==> src/rtl/mult_div_unit.sv <==
// Sequential multiply/divide engine: radix-2 shift-add multiply and restoring divide,
// signed or unsigned, with a start/busy/done handshake and HI/LO results.
module mult_div_unit #(
    parameter int unsigned WIDTH = 32
) (
    input  logic             clk,
    input  logic             reset,
    input  logic             start,
    input  logic [1:0]       op,
    input  logic [WIDTH-1:0] a,
    input  logic [WIDTH-1:0] b,
    input  logic             abort,
    output logic             busy,
    output logic             done,
    output logic             div_zero,
    output logic [WIDTH-1:0] hi,
    output logic [WIDTH-1:0] lo
);

    localparam int unsigned CNT_W = $clog2(WIDTH) + 1;
    localparam int unsigned ACC_W = 2 * WIDTH;

    localparam logic [1:0] IDLE = 2'b00;
    localparam logic [1:0] CALC = 2'b01;
    localparam logic [1:0] FIX  = 2'b10;
    localparam logic [1:0] DONE = 2'b11;

    logic [1:0]       state, state_n;
    logic [CNT_W-1:0] cnt, cnt_n;
    logic [ACC_W-1:0] acc, acc_n;
    logic [WIDTH-1:0] opd, opd_n;
    logic [WIDTH-1:0] a_raw, a_raw_n;
    logic             is_div, is_div_n;
    logic             neg_res, neg_res_n;
    logic             neg_rem, neg_rem_n;
    logic             dz, dz_n;
    logic             busy_n, done_n, div_zero_n;
    logic [WIDTH-1:0] hi_n, lo_n;

    logic             a_neg, b_neg;
    logic [WIDTH-1:0] a_mag, b_mag;
    logic [WIDTH:0]   mul_sum;
    logic [WIDTH:0]   sh_rem;
    logic [WIDTH:0]   diff;
    logic [ACC_W-1:0] prod;
    logic [WIDTH-1:0] quo, rem;

    // Operand magnitudes and the per-iteration datapath
    always_comb begin
        a_neg   = ~op[0] & a[WIDTH-1];
        b_neg   = ~op[0] & b[WIDTH-1];
        a_mag   = a_neg ? WIDTH'(0) - a : a;
        b_mag   = b_neg ? WIDTH'(0) - b : b;
        mul_sum = {1'b0, acc[ACC_W-1:WIDTH]} + {1'b0, opd};
        sh_rem  = acc[ACC_W-1:WIDTH-1];
        diff    = sh_rem - {1'b0, opd};
        prod    = neg_res ? ACC_W'(0) - acc : acc;
        quo     = neg_res ? WIDTH'(0) - acc[WIDTH-1:0] : acc[WIDTH-1:0];
        rem     = neg_rem ? WIDTH'(0) - acc[ACC_W-1:WIDTH] : acc[ACC_W-1:WIDTH];
    end

    // Next-state and next-register logic
    always_comb begin
        state_n    = state;
        cnt_n      = cnt;
        acc_n      = acc;
        opd_n      = opd;
        a_raw_n    = a_raw;
        is_div_n   = is_div;
        neg_res_n  = neg_res;
        neg_rem_n  = neg_rem;
        dz_n       = dz;
        busy_n     = busy;
        done_n     = 1'b0;
        div_zero_n = div_zero;
        hi_n       = hi;
        lo_n       = lo;

        case (state)
            IDLE: begin
                if (start) begin
                    state_n    = CALC;
                    busy_n     = 1'b1;
                    div_zero_n = 1'b0;
                    cnt_n      = CNT_W'(WIDTH);
                    is_div_n   = op[1];
                    a_raw_n    = a;
                    dz_n       = op[1] & (b == '0);
                    opd_n      = b_mag;
                    acc_n      = {WIDTH'(0), a_mag};
                    neg_res_n  = a_neg ^ b_neg;
                    neg_rem_n  = a_neg;
                end
            end
            CALC: begin
                if (abort) begin
                    state_n = IDLE;
                    busy_n  = 1'b0;
                end else begin
                    cnt_n = cnt - CNT_W'(1);
                    if (cnt == CNT_W'(1)) begin
                        state_n = FIX;
                    end
                    // Divide: a set sign bit on the trial difference means restore
                    if (is_div) begin
                        acc_n = diff[WIDTH] ? {sh_rem[WIDTH-1:0], acc[WIDTH-2:0], 1'b0}
                                            : {diff[WIDTH-1:0], acc[WIDTH-2:0], 1'b1};
                    end else begin
                        acc_n = acc[0] ? {mul_sum, acc[WIDTH-1:1]}
                                       : {1'b0, acc[ACC_W-1:1]};
                    end
                end
            end
            FIX: begin
                if (abort) begin
                    state_n = IDLE;
                    busy_n  = 1'b0;
                end else begin
                    state_n    = DONE;
                    done_n     = 1'b1;
                    div_zero_n = dz;
                    if (!is_div) begin
                        hi_n = prod[ACC_W-1:WIDTH];
                        lo_n = prod[WIDTH-1:0];
                    end else if (dz) begin
                        hi_n = a_raw;
                        lo_n = '1;
                    end else begin
                        hi_n = rem;
                        lo_n = quo;
                    end
                end
            end
            default: begin
                state_n = IDLE;
                busy_n  = 1'b0;
            end
        endcase
    end

    always_ff @(posedge clk or negedge reset) begin
        if (!reset) begin
            state    <= IDLE;
            cnt      <= '0;
            acc      <= '0;
            opd      <= '0;
            a_raw    <= '0;
            is_div   <= 1'b0;
            neg_res  <= 1'b0;
            neg_rem  <= 1'b0;
            dz       <= 1'b0;
            busy     <= 1'b0;
            done     <= 1'b0;
            div_zero <= 1'b0;
            hi       <= '0;
            lo       <= '0;
        end else begin
            state    <= state_n;
            cnt      <= cnt_n;
            acc      <= acc_n;
            opd      <= opd_n;
            a_raw    <= a_raw_n;
            is_div   <= is_div_n;
            neg_res  <= neg_res_n;
            neg_rem  <= neg_rem_n;
            dz       <= dz_n;
            busy     <= busy_n;
            done     <= done_n;
            div_zero <= div_zero_n;
            hi       <= hi_n;
            lo       <= lo_n;
        end
    end

endmodule

==> config.mk <==
export PLATFORM = sky130hd
export DESIGN_NAME = mult_div_unit
export DESIGN_NICKNAME = d
export VERILOG_FILES = /design/src/rtl/mult_div_unit.sv
export SDC_FILE = /design/constraint.sdc
export NUM_CORES = 1
export LEC_CHECK = 0
export BUFFER_PORTS_ARGS = -buffer_cell sky130_fd_sc_hd__clkbuf_2
export CAP_MARGIN = 20
export CORE_MARGIN = 4
export CORE_UTILIZATION = 30
export CTS_BUF_LIST = sky130_fd_sc_hd__clkbuf_4
export CTS_CLUSTER_DIAMETER = 80
export DETAILED_ROUTE_END_ITERATION = 10
export GPL_TIMING_DRIVEN = 0
export PLACE_DENSITY = 0.55
export SLEW_MARGIN = 10
export SYNTH_ARGS = -nofsm -noshare
export SYNTH_HDL_FRONTEND = slang
export SYNTH_SLANG_ARGS = --single-unit
==> constraint.sdc <==
create_clock -name clk -period 3.35 [get_ports clk]
set_input_delay 0 -clock clk [delete_from_list [all_inputs] [get_ports clk]]
set_output_delay 0 -clock clk [all_outputs]
set_load 0.01 [all_outputs]
# Word-level counts from Yosys, hierarchy flattened
# Index checks and enable logic that the tools add are counted.
# W data, S select, Z words.
[op_classes]
addsub = 8
mul = 0
div_mod_pow = 0
magnitude_cmp = 0
n_eq_ne = 8
n_shift = 0
mux = 31
bitwise_logic = 6
reduce_logical = 11
[ops]
columns = ["operator", "count"]
rows = [
  ["$mux W64", 6],
  ["$mux W32", 8],
  ["$pmux W64 S2", 1],
  ["$sub A1 B32 Y32 const A", 4],
  ["$sub A1 B64 Y64 const A", 1],
  ["$add A32 B32 Y33", 1],
  ["$sub A33 B32 Y33", 1],
  ["$logic_not A32 Y1", 1],
  ["$mux W6", 2],
  ["$pmux W6 S2", 1],
  ["$mux W2", 4],
  ["$reduce_and A2 Y1", 4],
  ["$eq A6 B1 Y1 const B", 1],
  ["$mux W1", 6],
  ["$ne A2 B2 Y1 const B", 3],
  ["$pmux W2 S3", 1],
  ["$reduce_and A3 Y1", 2],
  ["$sub A6 B1 Y6 const B", 1],
  ["$pmux W1 S2", 2],
  ["$reduce_bool A2 Y1", 2],
  ["$and A1 B1 Y1", 3],
  ["$ne A3 B3 Y1 const B", 1],
  ["$eq A2 B1 Y1 const B", 1],
  ["$eq A2 B2 Y1 const B", 1],
  ["5 further kinds", 6],
]
[word_totals]
ff_bits = 207
latchBits = 0
ram_bits = 0
rom_bits = 0
elab_cells = 78
n_memories = 0

# Logic depth before layout (Yosys ltp)
# Gate-level depths: netlist of run 1.
[depth]
ltp_word = 5
mapped_depth = 13
depth_no_buf = 12

# Worst setup path before layout of run 1
# Ideal clock, no wire load.
[synth_timing]
path_kind = "register to register"
startpoint = "reg acc[31]"
endpoint = "reg acc[35]"
arrival_ps = 3119
t_required_ps = 3207
slack_ps = 89
path_stages_with_launch = 13
path_buffers = 0
period_less_slack_ps = 3261
path_cell_list = "dfrtp_1 > inv_1 > ha_1 > fa_1 > nand2b_1 > a21oi_1 > o41ai_2 > o41ai_2 > and4_1 > nor4_2 > nor2_1 > mux2i_1 > o221ai_1"
[synth_between]
elab_chain_len = 5
[synth_lines]
columns = ["element", "line_no", "rtl"]
rows = [
  ["from (decl)", "30", "logic [ACC_W-1:0] acc, acc_n;"],
  ["from (signal assigned)", "160", "acc <= acc_n;"],
  ["$sub A33 B32 Y33", "56", "diff = sh_rem - {1'b0, opd};"],
  ["$mux W64", "106", "acc_n = diff[WIDTH] ? {sh_rem[WIDTH-1:0], acc[WIDTH-2:0], 1'b0}"],
  ["$mux W64", "105", "if (is_div) begin"],
  ["$mux W64", "96", "if (abort) begin"],
  ["$pmux W64 S2", "79", "case (state)"],
]
# No other way between the ends. The select of a mux whose other input is x is not followed.
# A chain may end at the register's enable or synchronous reset.

# Worst setup path in the final report of run 1
# Same ends and word-level chain as after synthesis.

==> results of run 1 <==
-- cells by family after synthesis --
group           count (synthesis)  synth area share (%)
compound gates                615                  23.1
simple gates                  611                  17.2
buf+inv                       216                  5.09
flops                         207                  31.4
xor+xnor                      195                  10.4
mux                           109                  6.90
fa+ha+maj                      76                  5.86
-- sequential cells by signal, summed over array words and instances (netlist names) --
name      flops
dz            1
busy          1
neg_res       1
state         2
is_div        1
done          1
opd          32
div_zero      1
neg_rem       1
cnt           6
hi           32
acc          64
lo           32
a_raw        32
-- layout make-up --
| type | instances | area [um2] | share of cell area, % |
|---|---|---|---|
| well taps | 696 | 871 | 4.14 |
| diodes | 2 | 5.00 | 0.0238 |
| inverters | 74 | 282 | 1.34 |
| clock inverters | 17 | 100 | 0.476 |
| repair buffers | 299 | 2320 | 11.0 |
| clock buffers | 89 | 668 | 3.18 |
| plain buffers | 136 | 609 | 2.90 |
| multi-input cells | 1606 | 11000 | 52.2 |
| flip-flops and latches | 207 | 5190 | 24.7 |
-- layer usage --
layer | global-route usage [%] | vias to the layer above
met1 | 28.4 | 8184
met3 | 3.55 | 148
met5 | 0 | -
met4 | 6.95 | 0
li1 | - | 8001
met2 | 35.8 | 672
-- worst reg2reg max path: stages, from the launching register on --
cell	delay (ns)
dfrtp_2	0.43
inv_4	0.06
ha_4	0.16
fa_2	0.36
nand2b_4	0.17
a21oi_4	0.18
o41ai_4	0.10
o41ai_4	0.30
buf_4	0.20
and4_4	0.28
nor4_4	0.06
buf_6	0.15
buf_6	0.12
nor2_4	0.13
buf_6	0.16
mux2i_1	0.19
o221ai_1	0.14
-- where the power goes --
part / switching, mW / internal [mW] / total (mW)
logic: 9.10 / 5.99 / 15.1
clock network: 1.22 / 1.28 / 2.51
registers: 1.22 / 3.67 / 4.90
total: 11.5 / 10.9 / 22.5
-- per-stage QoR --
step	power, mW	worst slack (ns)	instance area [um2]
after floorplan	13.7	0.0886	16500
after global placement	17.9	-1.99	18000
after detailed placement	18.0	-1.38	18100
after CTS	21.8	-0.0186	20700
after global routing	24.2	-0.109	21000
final	22.5	-0.00928	21000
-- placed cells by master, fill, tap and decap left out, types with 72 or more instances in the layout --
master / instances
xor2_1: 75
nand2_1: 261
mux2i_1: 72
clkbuf_1: 97
clkbuf_4: 92
clkbuf_2: 143
dfrtp_1: 198
o21ai_0: 217
nor2_1: 135
a21oi_1: 127
xnor2_1: 119
dlygate4sd3_1: 120
-- timing repair --
action | CTS | global route
hold buffers | 121 | 0
setup endpoints to repair | 91 | 60
buffers inserted | 23 | 18
gates resized for setup | 104 | 72
pin swaps | 23 | 32
endpoints found under the hold margin | 312 | 0
gates cloned | 1 | 0
-- path summary, 6_finish.rpt --
| kind | depth (start not counted) | startpoint | slack, ns | to |
|---|---|---|---|---|
| setup / recovery | 16 | acc[31] | -0.009 | acc[35] |
| hold / removal | 3 | a[26] | 0.06 | a_raw[26] |
| setup reg to reg | 16 | acc[31] | -0.009 | acc[35] |
| hold reg to reg | 2 | hi[31] | 0.48 | hi[31] |
| max in group asynchronous | 6 | reset | 1.88 | opd[0] |
| min in group asynchronous | 4 | reset | 0.17 | lo[9] |
==> metrics, run 1 <==
Worst EP required slightly below 4 ns; final core utilization around two fifths; CP peak stage delay 0.43 ns; clk sinks between 200 and 250; via count between 15000 and 20000; Setup TNS -0.00928 ns; PortBufs between 100 and 150; Pre-Repair DR Iteration Count 6; core area approximately 54000 um2; Placed Cells 2864; Ys Warns 0; startpoint types flip-flop; vias per inst 5.44; first-pass GRT wire length 99000 um; GRT Residual Overflow 0; wire length on met1 around 28000 um; vias in the first global route roughly 17000; critical path arrival 3.98 ns; # IOs between 100 and 150; Seq/Total Area, Yosys a little under a third; Non-Filler Instances roughly 3100; minimum clock period approximately 3.4 ns; Yosys reg bits 207; HPWL Detailed a little under 50000 um; area grow syn2layout 27.6%; worst vdd ir 334 uV; Synth Area per Inst approximately 8.1 um2; Mapped Cells slightly above 2000; final worst slack -0.00928 ns; DRC viols 0; Final ANT Viol Nets 0; capturing element type of the critical path flip-flop; chip width ~240 um; Fmax achieved 0.298 GHz; most frequent cells after synthesis 263 x nand2_1, 237 x o21ai_0, 207 x dfrtp_1; Row Count between 80 and 90; detail-routed net length per standard cell approximately 21 um; Setup violations, final 1; RSZ-0062 raised after global routing true; fin nets 2530; Rel. slew slack approximately 28%; worst hold-check path type primary input to flip-flop; clock buffer depth 3; Pwr Density 1070 nW/um2; initial antenna violation count 1; largest net degree at the start of global routing 96; Routed WL between 60000 and 70000 um; Setup CP Type flip-flop to flip-flop; top routing layer in use met4; DR iter-0 viols approximately 1500; CTS tree done; most frequent cell after synthesis nand2_1; synthesized cell area around 16000 um2; Synth area leaders dfrtp_1 31%, o21ai_0 7.2%, xnor2_1 6.3%, nand2_1 6.0%, ha_1 5.6%; initial core utilization between 30 and 40%; total track usage 21.4%; Top Family by Delay on Critical Path compound AO/OA/AOI/OAI gates; post-synth top area cell dfrtp_1; gp weighted congestion around 0.95; met3 wire len between 4000 and 5000 um; Worst Path Max Fanout 5; asr flop ratio synth between 90% and 100%; Tightest Pin Transition around 1.1 ns; Skew-Pair Late Insertion Delay between 0.8 and 0.9 ns; Slew Limit Fails 0; CP Cell Sequence inv_4 -> ha_4 -> fa_2 -> nand2b_4 -> a21oi_4 -> o41ai_4 -> o41ai_4 -> buf_4 -> and4_4 -> nor4_4 -> buf_6 -> buf_6 -> nor2_4 -> buf_6 -> mux2i_1 -> o221ai_1; die height ~240 um; H-tree Lvls 2; Fin. Hold Viols 0; outcome complete, but fails checks; total CTS buffers 60; CTS root buffer clkbuf_4; LEAKAGE approximately 9.1 nW; FILL cells ~5600; Post-synth EDFFs 0; Max Cap Violations 0; Yosys cell types 79; share of layout cells above drive strength 1 17.9%; crit-path most repeated cell buf_6; Layout Skew ~0.097 ns; die area between 50000 and 60000 um2; failing checks negative setup slack; Fin Hold WS around 0.058 ns; Worst-path clk slew about 0.070 ns; Mapped Nets between 2000 and 2500; post-route clock period utilization 100%; WL met2 approximately 30000 um; Worst path slowest cell dfrtp_2; Yosys top cell area share 31.4%; Buf/Inv on CP 5; Most used DFF post-synth dfrtp_1
(Power assumes the default switching activity.)
==> inputs of run 2 (changes only) <==
--- a/config.mk
+++ b/config.mk
@@ -7,6 +7,7 @@
 export LEC_CHECK = 0
 export BUFFER_PORTS_ARGS = -buffer_cell sky130_fd_sc_hd__clkbuf_2
 export CAP_MARGIN = 20
+export CORE_ASPECT_RATIO = 1.5
 export CORE_MARGIN = 4
 export CORE_UTILIZATION = 30
 export CTS_BUF_LIST = sky130_fd_sc_hd__clkbuf_4
==> run 2 against run 1 <==
  * The flow still finishes with violations (negative setup slack)
  * Cell count decreased by 1.1%
  * Global-route usage up 0.33 points
  * Combinational power is essentially flat
  * Critical path depth shrank 7
  * Total power about the same
  * Register-to-register slack worse by 0.02 ns
  * Fmax shrank 0.63%
  * Largest cell class unchanged
  * Highest routed layer is now met5
==> metrics, run 2 (same netlist as run 1, synthesis figures left out) <==
commonest non-fill, non-tap cells in the layout 260 x nand2_1, 218 x o21ai_0, 196 x dfrtp_1; placed cell areas roughly 18000 um2; clk sinks slightly above 200; Top reg by flops acc; Rel. slew slack approximately 31%; capturing element type of the critical path flip-flop; share of layout cells above drive strength 1 between 10% and 20%; Flop pwr share 21.4%; Setup TNS -0.0460 ns; GRT Residual Overflow 0; fin nets about 2500; Pwr Density approximately 1100 nW/um2; Worst Hold Depth 3; GR Util met3 2.35%; CTS root buffer clkbuf_4; RSZ-0062 raised after global routing true; Fin. Hold Viols 0; Placed Cells between 2000 and 3000; area grow syn2layout 27.0%; Int Pwr approximately 11 mW; H-tree Lvls 2; total track usage between 20 and 25%; met1 Resource Use GR 23.9%; Final ANT Viol Nets 0; combinational fraction of design power 68.1%; Slew Limit Fails 0; final worst slack -0.0307 ns; worst vdd ir between 300 and 400 uV; Fmax achieved 0.296 GHz; LEAKAGE 8.99 nW; critical path arrival ~4 ns; die height between 200 and 300 um; Net Sw Frac between 50% and 60%; outcome complete, but fails checks; detail-routed net length per standard cell approximately 21 um; max reg flops 64; initial antenna violation count 2; failing checks negative setup slack; worst hold-check path type primary input to flip-flop; core area ~54000 um2; startpoint types flip-flop; gp weighted congestion between 0.9 and 1; Pre-Repair DR Iteration Count 5; clock power share between 10% and 20%; CTS tree done; post-route clock period utilization 101%; Worst EP required 4.01 ns; via count between 15000 and 20000; Setup violations, final 2; # IOs around 140; total CTS buffers 56; Setup CP Type flip-flop to flip-flop; Final Cell Area approximately 21000 um2; vias in the first global route 16900; chip width approximately 200 um; commonest non-fill, non-tap cell in the layout nand2_1; PortBufs between 100 and 150; largest net degree at the start of global routing slightly below 90; HPWL Detailed a little over 50000 um; met2 usage between 40 and 50%; initial core utilization between 30% and 40%; Layout Skew around 0.052 ns; Routed WL approximately 66000 um; Row Count approximately 100; R2R depth 9; Total Power approximately 22 mW; sw power between 10 and 15 mW; minimum clock period between 3 and 4 ns; Max Cap Violations 0; Skew-Pair Late Insertion Delay between 0.7 and 0.8 ns; Worst-path clk slew ~0.080 ns; Worst Path Max Fanout 7; Tightest Pin Transition 1.03 ns; Non-Filler Instances slightly above 3000; first-pass GRT wire length a little under 100000 um; vias per inst about 5.4; GRT busiest layer met2; die area about 59000 um2; DR iter-0 viols roughly 900; DRC viols 0; final core utilization 38.7%; clock buffer depth 3
## run 2: cell types whose count changed in the layout (fill, tap and decap cells not counted), moves of 3 or more
cell and change:
a21oi_2 -3, o21ai_1 -5, clkbuf_4 -10, buf_4 +10, nor4_2 -3, ha_1 -3, clkinv_2 +5, clkinv_1 -3
ha_4 +4, dlygate4sd3_1 -27, o21ai_2 +4
## run 2: timing repair
item / CTS / global route
gates cloned: 0 / 1
hold buffers: 94 / 0
buffers inserted: 32 / 19
endpoints found under the hold margin: 311 / 0
pin swaps: 32 / 28
setup endpoints to repair: 95 / 66
resized for setup: 134 / 61
## run 2: cell type report
type,count,area (um2)
antenna,1,2.50
clock inverter,19,113
multi-input combinational,1606,11100
sequential,207,5190
buffer,133,618
fill,5583,33100
inverter,74,287
clock buffer,79,593
timing repair buffer,284,2160
tap,689,862
## run 2: stage by stage
| stage | hold WS (ns) | setup slack [ns] |
|---|---|---|
| 2_1_floorplan | -0.296 | 0.0886 |
| 3_3_place_gp | 0.289 | -2.14 |
| 3_5_place_dp | 0.0180 | -1.57 |
| 4_1_cts | 0.0367 | -0.0541 |
| 5_1_grt | 0.0708 | -0.0709 |
| 6_report | 0.0901 | -0.0307 |
## run 2: critical path, cell delays in order, from the launching register on
cell and delay [ns]:
dfrtp_2 0.45, buf_6 0.15, or4_4 0.52, buf_6 0.15, nor4_4 0.26, or4b_4 0.55, or3_4 0.37, o41a_1 0.35
a221o_1 0.38, o21ai_2 0.10
## run 2: power by group through the flow
stage | combinational (mW) | clock, mW | sequential, mW
final | 15.3 | 2.36 | 4.81
after global routing | 16.7 | 2.55 | 4.95
after CTS | 14.5 | 2.45 | 4.79
after detailed placement | 13.2 | 0 | 4.82
after global placement | 13.1 | 0 | 4.80
after floorplan | 9.08 | 0 | 4.58
## run 2: final timing paths
path	startpoint	slack, ns	endpoint
min reg2reg	hi[20]	0.48	hi[20]
max in group asynchronous	reset	2.41	acc[31]
min in group asynchronous	reset	0.35	acc[41]
min	a[15]	0.09	a_raw[15]
max	acc[52]	-0.03	hi[31]
max reg2reg	acc[52]	-0.03	hi[31]
## run 2: per-layer routing
| layer | part of all wire [%] | wire, um |
|---|---|---|
| met1 | 37 | 24600 |
| met2 | 51 | 33700 |
| met3 | 4.7 | 3130 |
| met4 | 6.6 | 4370 |
| met5 | 0.030 | 20 |
==> inputs of run 3 (changes only) <==
--- a/config.mk
+++ b/config.mk
@@ -9,12 +9,13 @@
 export CAP_MARGIN = 20
 export CORE_ASPECT_RATIO = 1.5
 export CORE_MARGIN = 4
-export CORE_UTILIZATION = 30
+export CORE_UTILIZATION = 35
 export CTS_BUF_LIST = sky130_fd_sc_hd__clkbuf_4
 export CTS_CLUSTER_DIAMETER = 80
 export DETAILED_ROUTE_END_ITERATION = 10
 export GPL_TIMING_DRIVEN = 0
-export PLACE_DENSITY = 0.55
+export MAX_ROUTING_LAYER = met4
+export PLACE_DENSITY = 0.61
 export SLEW_MARGIN = 10
 export SYNTH_ARGS = -nofsm -noshare
 export SYNTH_HDL_FRONTEND = slang
==> constraint.sdc (replaced) <==
create_clock -name clk -period 2.77 [get_ports clk]
set_input_delay 0 -clock clk [delete_from_list [all_inputs] [get_ports clk]]
set_output_delay 0 -clock clk [all_outputs]
set_load 0.01 [all_outputs]
==> run 3 against run 2 <==
  * The flow still finishes with violations (negative setup slack)
  * Die area fell by 14%
  * Sequential power rose by 22%
  * Global-route usage rose by 3.8 points
  * Largest power group unchanged
  * Critical path type unchanged
==> metrics, run 3 (same netlist as run 1, synthesis figures left out) <==
CTS tree done; PortBufs ~140; Placed Cells 2761; Worst-path clk slew roughly 0.080 ns; DRC viols 0; Routed WL ~65000 um; # IOs between 100 and 150; vias per inst approximately 5.6; first-pass GRT wire length just under 100000 um; startpoint types flip-flop; Final ANT Viol Nets 0; DR iter-0 viols 896; final worst slack -0.544 ns; failing checks negative setup slack; R2R depth 9; H-tree Lvls 2; Fin. Hold Viols 0; r2r endpoint hi[31]; post-route clock period utilization 120%; LEAKAGE just over 9 nW; Rel. slew slack 31.1%; Non-Filler Instances approximately 3000; HPWL Detailed between 40000 and 50000 um; Fmax achieved around 0.3 GHz; initial antenna violation count 1; RSZ-0062 raised after global routing true; outcome complete, but fails checks; share of layout cells above drive strength 1 roughly 24%; Setup CP Type flip-flop to flip-flop; commonest non-fill, non-tap cells in the layout 251 x nand2_1, 192 x dfrtp_1, 164 x o21ai_0; GRT Residual Overflow 0; Total Power approximately 29 mW; Layout Skew roughly 0.061 ns; clock buffer depth 3; total CTS buffers 53; critical path arrival around 4 ns; Critical Path Start acc[41]; gp weighted congestion between 0.9 and 1; core area roughly 47000 um2; Reg-to-Reg Start acc[41]; capturing element type of the critical path flip-flop; Slew Limit Fails 0; die height ~270 um; Fin Hold WS roughly 0.12 ns; fin nets between 2000 and 3000; detail-routed net length per standard cell roughly 22 um; chip width ~190 um; Setup violations, final 55; Pre-Repair DR Iteration Count 5; initial core utilization 35.3%; Setup TNS -20.16 ns; FILL cells between 4000 and 5000; Worst Hold Endpoint a_raw[16]; Pwr Density around 1300 nW/um2; CTS root buffer clkbuf_4; area grow syn2layout 31.5%; Worst Hold Depth 3; vias in the first global route roughly 17000; max reg flops between 60 and 70; largest net degree at the start of global routing 95; total track usage roughly a quarter; commonest non-fill, non-tap cell in the layout nand2_1; die area around 50000 um2; Top reg by flops acc; worst reg2reg setup slack -0.54 ns; Worst Path Max Fanout 10; Max Cap Violations 0; worst hold-check path type primary input to flip-flop; clk sinks 207; Tightest Pin Transition 1.03 ns; worst vdd ir 456 uV; minimum clock period around 3.3 ns; worst hold start a[16]; Skew-Pair Late Insertion Delay 0.78 ns; Worst EP required about 3.4 ns; Row Count 97; via count approximately 17000
-- run 3: cell types whose count changed in the layout (fill, tap and decap cells not counted), sizes merged --
cell,delta
dlygate4sd3,-1
clkbuf,-15
clkinv,-3
buf,+28
clkinvlp,-1
bufinv,+1
-- run 3: per-layer routing --
layer	vias to the layer above	global-route usage [%]	wire length (um)
met3	257	3.18	3190
met1	8094	27.0	24000
li1	7972	-	-
met5	-	-	0
met2	625	44.8	33300
met4	0	16.2	4940
-- run 3: what timing repair did --
item,CTS,global route
hold endpoints to repair,248,0
setup buffers,49,26
hold buffers,93,0
pin swaps,65,79
gates cloned,1,0
setup endpoints to repair,145,108
resized for setup,207,142
-- run 3: power breakdown --
| part | total [mW] | leakage, nW | internal [mW] | switching (mW) |
|---|---|---|---|---|
| Combinational | 20.2 | 6.35 | 8.32 | 11.9 |
| Sequential | 5.86 | 2.53 | 4.45 | 1.41 |
| Clock | 2.81 | 0.391 | 1.38 | 1.43 |
-- run 3: metrics by stage --
stage               setup WS [ns]  instance area, um2  util, %
floorplan                  -0.229               16800        -
global placement            -3.07               18200     39.2
global route               -0.674               21700     46.5
detailed placement          -1.42               18300     39.3
CTS                        -0.610               21000     45.0
finish                     -0.544               21700     46.5
-- run 3: how the worst max path moves through the flow --
stage / slack [ns] / depth (start not counted) / to
after detailed placement: -1.42 / 11 / hi[10]
after global placement: -3.07 / 1 / acc[32]
after CTS: -0.61 / 14 / acc[54]
after floorplan: -0.23 / 11 / hi[31]
after global routing: -0.67 / 15 / acc[63]
final: -0.54 / 9 / hi[31]
-- run 3: critical path, cell delays in order (launching register included) --
cell      delay (ns)
dfrtp_1         0.43
clkbuf_1        0.34
or4_4           0.62
or4b_4          0.61
or3_4           0.38
o31a_1          0.26
nand2_1         0.07
mux2i_1         0.07
a221o_1         0.32
o21ai_2         0.13
-- run 3: cell type report --
cell class	instances	area, um2	share of cell area [%]
Antenna cell	1	2.50	0.0115
Buffer	130	701	3.23
Clock buffer	72	541	2.49
Clock inverter	16	121	0.560
Inverter	74	293	1.35
Multi-Input combinational cell	1606	11700	53.9
Sequential cell	207	5200	24.0
Tap cell	594	743	3.43
Timing Repair Buffer	306	2380	11.0
